===== src/rtl/mips_multicycle_ctrl.sv =====
// Main control FSM for the multicycle MIPS datapath: sequences fetch, decode,
// execute, memory and write-back per opcode, with a watchdog on memory waits.
module mips_multicycle_ctrl #(
  parameter int MEM_TIMEOUT = 15,
  parameter int TO_W        = 4
) (
  input  logic       clk,
  input  logic       rst_n,
  input  logic [5:0] opcode,
  input  logic       zero,
  input  logic       mem_ready,
  output logic       pc_en,
  output logic       iord,
  output logic       mem_read,
  output logic       mem_write,
  output logic       ir_write,
  output logic       mem_to_reg,
  output logic [1:0] reg_dst,
  output logic       reg_write,
  output logic       alu_src_a,
  output logic [1:0] alu_src_b,
  output logic [1:0] alu_op,
  output logic [1:0] pc_source,
  output logic       instr_done,
  output logic       err,
  output logic [3:0] state
);

  localparam logic [3:0] S_FETCH    = 4'd0;
  localparam logic [3:0] S_DECODE   = 4'd1;
  localparam logic [3:0] S_MEM_ADDR = 4'd2;
  localparam logic [3:0] S_MEM_RD   = 4'd3;
  localparam logic [3:0] S_MEM_WB   = 4'd4;
  localparam logic [3:0] S_MEM_WR   = 4'd5;
  localparam logic [3:0] S_EXEC     = 4'd6;
  localparam logic [3:0] S_R_WB     = 4'd7;
  localparam logic [3:0] S_BRANCH   = 4'd8;
  localparam logic [3:0] S_JUMP     = 4'd9;
  localparam logic [3:0] S_ADDI_EX  = 4'd10;
  localparam logic [3:0] S_ADDI_WB  = 4'd11;

  localparam logic [5:0] OP_R    = 6'b000000;
  localparam logic [5:0] OP_LW   = 6'b100011;
  localparam logic [5:0] OP_SW   = 6'b101011;
  localparam logic [5:0] OP_BEQ  = 6'b000100;
  localparam logic [5:0] OP_J    = 6'b000010;
  localparam logic [5:0] OP_ADDI = 6'b001000;

  localparam logic [TO_W-1:0] TO_LIM = TO_W'(MEM_TIMEOUT);

  logic [3:0]      state_q, state_d;
  logic [TO_W-1:0] wdog_q, wdog_d;
  logic            waiting, timeout;

  // The watchdog only runs while parked in a memory-wait state; any exit clears it.
  always_comb begin
    waiting = (state_q == S_FETCH) || (state_q == S_MEM_RD) || (state_q == S_MEM_WR);
    timeout = (MEM_TIMEOUT != 0) && waiting && !mem_ready && (wdog_q == TO_LIM);
    wdog_d  = (waiting && !mem_ready && !timeout) ? wdog_q + TO_W'(1) : '0;
  end

  always_comb begin
    state_d    = state_q;
    pc_en      = 1'b0;
    iord       = 1'b0;
    mem_read   = 1'b0;
    mem_write  = 1'b0;
    ir_write   = 1'b0;
    mem_to_reg = 1'b0;
    reg_dst    = 2'd0;
    reg_write  = 1'b0;
    alu_src_a  = 1'b0;
    alu_src_b  = 2'd0;
    alu_op     = 2'd0;
    pc_source  = 2'd0;
    instr_done = 1'b0;
    err        = 1'b0;
    case (state_q)
      S_FETCH: begin
        mem_read  = 1'b1;
        alu_src_b = 2'd1;
        if (mem_ready) begin
          ir_write = 1'b1;
          pc_en    = 1'b1;
          state_d  = S_DECODE;
        end else if (timeout) begin
          err     = 1'b1;
          state_d = S_FETCH;
        end
      end
      S_DECODE: begin
        alu_src_b = 2'd3;
        case (opcode)
          OP_R:         state_d = S_EXEC;
          OP_LW, OP_SW: state_d = S_MEM_ADDR;
          OP_BEQ:       state_d = S_BRANCH;
          OP_J:         state_d = S_JUMP;
          OP_ADDI:      state_d = S_ADDI_EX;
          default: begin
            err     = 1'b1;
            state_d = S_FETCH;
          end
        endcase
      end
      S_MEM_ADDR: begin
        alu_src_a = 1'b1;
        alu_src_b = 2'd2;
        state_d   = (opcode == OP_LW) ? S_MEM_RD : S_MEM_WR;
      end
      S_MEM_RD: begin
        mem_read = 1'b1;
        iord     = 1'b1;
        if (mem_ready) begin
          state_d = S_MEM_WB;
        end else if (timeout) begin
          err     = 1'b1;
          state_d = S_FETCH;
        end
      end
      S_MEM_WB: begin
        reg_write  = 1'b1;
        mem_to_reg = 1'b1;
        instr_done = 1'b1;
        state_d    = S_FETCH;
      end
      S_MEM_WR: begin
        mem_write = 1'b1;
        iord      = 1'b1;
        if (mem_ready) begin
          instr_done = 1'b1;
          state_d    = S_FETCH;
        end else if (timeout) begin
          err     = 1'b1;
          state_d = S_FETCH;
        end
      end
      S_EXEC: begin
        alu_src_a = 1'b1;
        alu_op    = 2'd2;
        state_d   = S_R_WB;
      end
      S_R_WB: begin
        reg_write  = 1'b1;
        reg_dst    = 2'd1;
        instr_done = 1'b1;
        state_d    = S_FETCH;
      end
      S_BRANCH: begin
        alu_src_a  = 1'b1;
        alu_op     = 2'd1;
        pc_source  = 2'd1;
        pc_en      = zero;
        instr_done = 1'b1;
        state_d    = S_FETCH;
      end
      S_JUMP: begin
        pc_source  = 2'd2;
        pc_en      = 1'b1;
        instr_done = 1'b1;
        state_d    = S_FETCH;
      end
      S_ADDI_EX: begin
        alu_src_a = 1'b1;
        alu_src_b = 2'd2;
        state_d   = S_ADDI_WB;
      end
      S_ADDI_WB: begin
        reg_write  = 1'b1;
        instr_done = 1'b1;
        state_d    = S_FETCH;
      end
      default: state_d = S_FETCH;
    endcase
    // Reset state is FETCH, whose decode would otherwise request memory.
    if (!rst_n) begin
      pc_en      = 1'b0;
      iord       = 1'b0;
      mem_read   = 1'b0;
      mem_write  = 1'b0;
      ir_write   = 1'b0;
      mem_to_reg = 1'b0;
      reg_dst    = 2'd0;
      reg_write  = 1'b0;
      alu_src_a  = 1'b0;
      alu_src_b  = 2'd0;
      alu_op     = 2'd0;
      pc_source  = 2'd0;
      instr_done = 1'b0;
      err        = 1'b0;
    end
  end

  always_ff @(posedge clk or negedge rst_n) begin
    if (!rst_n) begin
      state_q <= S_FETCH;
      wdog_q  <= '0;
    end else begin
      state_q <= state_d;
      wdog_q  <= wdog_d;
    end
  end

  assign state = state_q;

endmodule


===== config.mk =====
export PLATFORM = sky130hd
export DESIGN_NAME = mips_multicycle_ctrl
export DESIGN_NICKNAME = d
export VERILOG_FILES = /design/src/rtl/mips_multicycle_ctrl.sv
export SDC_FILE = /design/constraint.sdc
export NUM_CORES = 1
export LEC_CHECK = 0
export CORE_ASPECT_RATIO = 1.2
export CORE_MARGIN = 4
export CORE_UTILIZATION = 47
export DETAILED_ROUTE_END_ITERATION = 6
export GPL_TIMING_DRIVEN = 0
export PLACE_DENSITY_LB_ADDON = 0.12
export SYNTH_ARGS = -nofsm -noshare
export SYNTH_HDL_FRONTEND = slang
export SYNTH_SLANG_ARGS = --single-unit
export TNS_END_PERCENT = 50

===== constraint.sdc =====
create_clock -name clk -period 4.21 [get_ports clk]
set_clock_uncertainty 0.15 [all_clocks]
set_input_delay 0.842 -clock clk [delete_from_list [all_inputs] [get_ports clk]]
set_output_delay 0.842 -clock clk [all_outputs]
set_load 0.005 [all_outputs]

==> results of run 1 <==
routing by layer:
layer  track usage  share of wire  routed length, um  vias up
li1              -              -                  -      471
met1         0.240           0.43                943      432
met2         0.321           0.49               1060       36
met3        0.0493          0.077                167        2
met4        0.0553         0.0028                  6        0
met5             0              0                  0        -
sequential cells by signal, summed over array words and instances (netlist names):
name	count
state	4
wdog_q	4
through the flow:
step                instances   util  hold slack, ns  total power (uW)  area [sq um]
floorplan                 113      -           0.281               141           861
global placement          160  0.698           0.296               180          1170
detailed placement        160  0.698           0.312               182          1170
CTS                       163  0.711           0.319               240          1200
global route              163  0.711           0.333               257          1200
finish                    163  0.711           0.312               237          1200
how the worst max path moves through the flow:
stage,startpoint,end,slack [ns],depth (start not counted)
floorplan,rst_n,alu_op[0],1.73,4
global placement,rst_n,pc_source[0],0.35,6
detailed placement,rst_n,pc_source[0],0.32,6
CTS,rst_n,pc_source[0],0.32,6
global route,rst_n,pc_source[0],0.17,6
finish,rst_n,pc_source[0],0.37,6
power groups by stage:
stage	Clock, uW	Sequential (uW)	Combinational [uW]
after floorplan	0	86.8	54.1
after global placement	0	86.9	93.1
after detailed placement	0	87.4	94.7
after CTS	59.2	86.0	95.0
after global routing	64.7	86.6	106
final	56.1	86.0	94.6
final cells by class:
| cell class | count | area [sq um] |
|---|---|---|
| Tap cell | 18 | 22.5 |
| Clock buffer | 3 | 22.5 |
| Multi-Input combinational cell | 93 | 568 |
| Fill cell | 167 | 485 |
| Buffer | 9 | 81.3 |
| Timing Repair Buffer | 29 | 290 |
| Inverter | 3 | 11.3 |
| Sequential cell | 8 | 200 |
kinds of logic (layout without fill, tap and decap cells):
family	Yosys count	in the layout	share of synthesized area
xor gates and xnor gates	5	5	0.0509
adders and majority gates	1	1	0.0145
and+or+nand+nor	66	66	0.452
other	1	1	0.00436
buffers and inverters	12	44	0.108
AOI/OAI and AO/OA	20	20	0.138
DFF	8	8	0.233
layout by cell type, fill, tap and decap left out, types with 3 or more instances in the layout:
| cell | instances |
|---|---|
| a21oi_1 | 5 |
| nand3_1 | 9 |
| nand2b_1 | 3 |
| xor2_1 | 3 |
| nor3_1 | 12 |
| buf_2 | 3 |
| o21ai_0 | 4 |
| buf_6 | 4 |
| dfrtp_1 | 8 |
| clkbuf_4 | 3 |
| clkdlybuf4s50_1 | 29 |
| or2_1 | 3 |
| and4_1 | 3 |
| o21ai_1 | 4 |
| nand2_1 | 8 |
| nor2_1 | 13 |
==> key figures, run 1 <==
Worst setup path
  – FF-to-FF Start: state[1]$_DFF_PN0_
  – Reg2Reg Depth: 5
  – CP max FO: 10
  – Critical Path Slowest Stage Cell: clkdlybuf4s50_1
  – Largest incremental delay on the critical path: 0.68 ns
  – Critical Path Most Common Cell: clkdlybuf4s50_1
  – Crit path buffers/inverters: 3
  – CP top delay family: buffers and inverters
  – CP arrival: between 2 and 3 ns
  – CP startpoint kind: input pin
  – Worst Path Class, Setup: in2out
  – Worst r2r dst: state[3]$_DFF_PN0_
  – WP data required: 3.22 ns
  – Crit. End Element: primary output
  – R2R Setup Slk: 2.59 ns
  – Critical Path, Cell by Cell: clkdlybuf4s50_1 > buf_2 > nand2b_1 > or2_1 > nor3_1 > clkdlybuf4s50_1

Timing
  – Fin crit share: 0.913
  – Count of pins over their slew limit: 0
  – Setup ws final: around 0.37 ns
  – RSZ-0062 raised after global routing: false
  – Aggregate negative setup slack: 0 ns
  – Tmin final: 3.84 ns
  – Fmax: between 200 and 300 MHz
  – Hold Fails Final Rpt: 0
  – Final setup fails: 0

Global route
  – Gr ovfl total: 0
  – Largest net degree at the start of global routing: 11
  – Number of global-route vias before repair: 908
  – Initial antenna violation count: 0
  – Tot GR Track Use: 0.192
  – First-pass GRT wire length: about 3600 um

Clocking
  – CTS tree: built
  – Clock slew seen by the registers of the worst setup and hold paths: 0.05 ns
  – Hold Buf Count CTS: 0
  – Clk Latency, worst-skew pair: 0.25 ns
  – Post-CTS Setup Inserts: 0
  – CTS Buf Count: 3
  – CTS Sinks: 8
  – Root Driver: clkbuf_4
  – Clock Path Buffers: 2
  – Clock H-tree levels: 1
  – CTS resizes: 0

Drt
  – Drt wl/cell: 13.3 um
  – First-pass iteration count of the detailed router: 4
  – Vias per inst: roughly 5.8
  – Routed vias: about 940
  – Remaining DRCs: 0
  – Antenna Nets Post-Route: 0
  – Detailed router's first-iteration violation count: 23
  – Final wirelength: 2180 um

Synthesis
  – Mean Syn Cell Area: approximately 7.6 sq um
  – Largest cells by area after synthesis: dfrtp_1, nor3_1, nor2_1, nand3_1, buf_6
  – Netlist cell types: 42
  – Top-count cell post-synth: nor2_1
  – Number of synthesized flops with an enable pin: 0
  – Cell taking the most area after synthesis: dfrtp_1
  – Seq cells post-synth: 8
  – Syn Inst Count: around 110
  – Netlist Area Pre-Place: 861 sq um
  – Synth top area share: 0.233
  – Ys async rst share: 1.00
  – Dominant synthesized flop cell: dfrtp_1
  – Most instantiated cells after synthesis: nor2_1, nor3_1, nand3_1
  – Seq/Total Area, Yosys: 0.233
  – Syn. warnings: 0
  – Syn nets: 124

Placement
  – Minimum setup slack after placement: around 0.32 ns
  – Placer congestion estimate: 0.824
  – PortBufs: 29
  – Post-detail-place hpwl: about 1700 um

Cells and area
  – Share of cells above drive strength 1: 0.152
  – Ant diodes: 0
  – Nets: 158
  – Layout area overhead: 39.0%

Pwr
  – Part of the power in combinational logic: 0.400
  – Sw power: 74.2 uW
  – Sw Ratio: 0.314
  – Power density over the cells: 198 nW/um^2
  – Sequential share of power: 0.363
  – Clock share of power: 0.237
  – VDD IR max: 0.229 mV
  – Pint: 162 uW
  – Leak Pwr: 0.000471 uW

Floorplanning
  – CORE AREA: 1680 sq um
  – Die Area: ~2600 sq um
  – Die width: 47.1 um
  – Row cnt: 16
  – Initial Util: 0.512
  – DIE HEIGHT: 54.9 um
  – IO Pins: 32

Min path
  – End of the worst hold path: wdog_q[0]$_DFF_PN0_
  – Hold Path Class: reg2reg
  – Hold path cells: 1
  – Hold Crit Start: wdog_q[0]$_DFF_PN0_

Run
  – # Max-Cap Violations: 0

Outcome
  – Status: completed
(Power assumes the default switching activity.)
==> run 2, diff against run 1 <==
CORE_MARGIN = default   (was 4)
==> run 2 against run 1 <==
  * Register-to-register slack worse by 0.05 ns
  * Cell count stayed put
  * Core utilization stayed put
  * Via count is 0.53% lower
  * Clock power is 7.0% higher
  * Hold slack better by 0.0010 ns
  * Fmax is 0.33% lower
  * Sequential share of layout area stayed put
  * Die area is 22% lower
  * Global-route usage is 4.6 points higher
  * Count of clock-buffer cells in the layout stayed put
  * Largest cell class unchanged
  * Largest power group unchanged
  * Highest routed layer unchanged
==> key figures, run 2 (synthesis results as in run 1) <==
Floorplanning
  – IO Pins: 32
  – Initial Util: 0.512
  – Die width: 41.1 um
  – Row cnt: 16
  – DIE HEIGHT: 48.9 um
  – CORE AREA: 1680 sq um
  – Die Area: 2010 sq um

Clocking
  – CTS tree: built
  – Clock H-tree levels: 1
  – CTS resizes: 0
  – Hold Buf Count CTS: 0
  – Post-CTS Setup Inserts: 0
  – Root Driver: clkbuf_4
  – Clk Latency, worst-skew pair: approximately 0.26 ns
  – CTS Buf Count: 3
  – CTS Sinks: 8
  – Clock slew seen by the registers of the worst setup and hold paths: 0.05 ns
  – Clock Path Buffers: 2

Outcome
  – Status: completed

Cells and area
  – Ant diodes: 0
  – Most frequent cells in the layout: clkdlybuf4s50_1, nor2_1, nor3_1
  – Nets: 158
  – Most common cell after layout, fill and taps aside: clkdlybuf4s50_1
  – Post-Layout Cell Count: 163
  – Share of cells above drive strength 1: 0.152
  – Fillers: 160
  – Area of the multi-input gates: 568 sq um
  – Layout area overhead: 39.0%
  – Register area: ~200 sq um

Placement
  – Post-detail-place hpwl: 1610 um
  – Minimum setup slack after placement: 0.325 ns
  – Placer congestion estimate: 0.843
  – DP Cell Count: 160
  – PortBufs: 29

Worst setup path
  – Critical Path Most Common Cell: clkdlybuf4s50_1
  – CP max FO: 10
  – CP top delay family: buffers and inverters
  – WP data required: approximately 3.2 ns
  – Critical Path, Cell by Cell: clkdlybuf4s50_1 > buf_2 > nand2b_1 > or2_1 > nor3_1 > clkdlybuf4s50_1
  – CP startpoint kind: input pin
  – Worst Path Class, Setup: in2out
  – Largest incremental delay on the critical path: 0.68 ns
  – CP arrival: 2.86 ns
  – Critical Path Slowest Stage Cell: clkdlybuf4s50_1
  – Crit path buffers/inverters: 3
  – Crit. End Element: primary output

Global route
  – Gr ovfl total: 0
  – Grt peak-use layer: met2
  – GR Util met1: 0.326
  – Met3 usage: 0.0548
  – Initial antenna violation count: 0
  – Tot GR Track Use: 0.238
  – Grt met2 use: 0.370
  – First-pass GRT wire length: 3360 um
  – Largest net degree at the start of global routing: 11
  – Number of global-route vias before repair: 735

Drt
  – Antenna Nets Post-Route: 0
  – First-pass iteration count of the detailed router: 4
  – Final wirelength: 2170 um
  – Routed vias: 936
  – Detailed router's first-iteration violation count: 21
  – Remaining DRCs: 0
  – Vias per inst: 5.74
  – Drt wl/cell: roughly 13 um

Pwr
  – Leak Pwr: 0.000471 uW
  – Power density over the cells: 201 nW/um^2
  – VDD IR max: 0.235 mV

Timing
  – RSZ-0062 raised after global routing: false
  – Aggregate negative setup slack: 0 ns
  – Setup ws final: 0.355 ns
  – Fmax: 259 MHz
  – Hold Fails Final Rpt: 0
  – Final setup fails: 0
  – Tmin final: 3.85 ns
  – Count of pins over their slew limit: 0
  – Fin crit share: 0.916

Min path
  – Hold Path Class: reg2reg

Run
  – # Max-Cap Violations: 0
-- run 2: worst paths after layout --
check | start | end | slack (ns) | cells after the start
worst max-delay path | rst_n | pc_source[0] | 0.36 | 6
worst min-delay path | wdog_q[0]$_DFF_PN0_ | wdog_q[0]$_DFF_PN0_ | 0.31 | 1
worst max register to register | state[1]$_DFF_PN0_ | state[3]$_DFF_PN0_ | 2.54 | 5
worst min register to register | wdog_q[0]$_DFF_PN0_ | wdog_q[0]$_DFF_PN0_ | 0.31 | 1
max in group asynchronous | rst_n | wdog_q[3]$_DFF_PN0_ | 2.94 | 1
min in group asynchronous | rst_n | state[3]$_DFF_PN0_ | 0.70 | 1
-- run 2: per-layer routing --
metal | vias to the layer above | routed length, um
met3 | 2 | 104
met2 | 40 | 1090
met5 | - | 0
met1 | 422 | 954
li1 | 472 | -
met4 | 0 | 19
-- run 2: metrics by stage --
stage / utilization / hold slack [ns] / instance area [sq um] / power, uW
after floorplan: - / 0.281 / 861 / 141
after global placement: 0.698 / 0.295 / 1170 / 180
after detailed placement: 0.698 / 0.312 / 1170 / 182
after CTS: 0.711 / 0.318 / 1200 / 243
after global routing: 0.711 / 0.361 / 1200 / 257
final: 0.711 / 0.313 / 1200 / 241
-- run 2: layout make-up --
cell class | instances | area share
Multi-Input combinational cell | 93 | 0.475
Timing Repair Buffer | 29 | 0.243
Sequential cell | 8 | 0.167
Buffer | 9 | 0.0680
Clock buffer | 3 | 0.0188
Tap cell | 18 | 0.0188
Inverter | 3 | 0.00941
-- run 2: where the power goes --
part / internal, uW / switching, uW / leakage (uW)
clock: 32.7 / 27.3 / 0.0000138
sequential: 82.0 / 3.96 / 0.000109
combinational: 47.9 / 46.8 / 0.000348
total: 163 / 78.1 / 0.000471
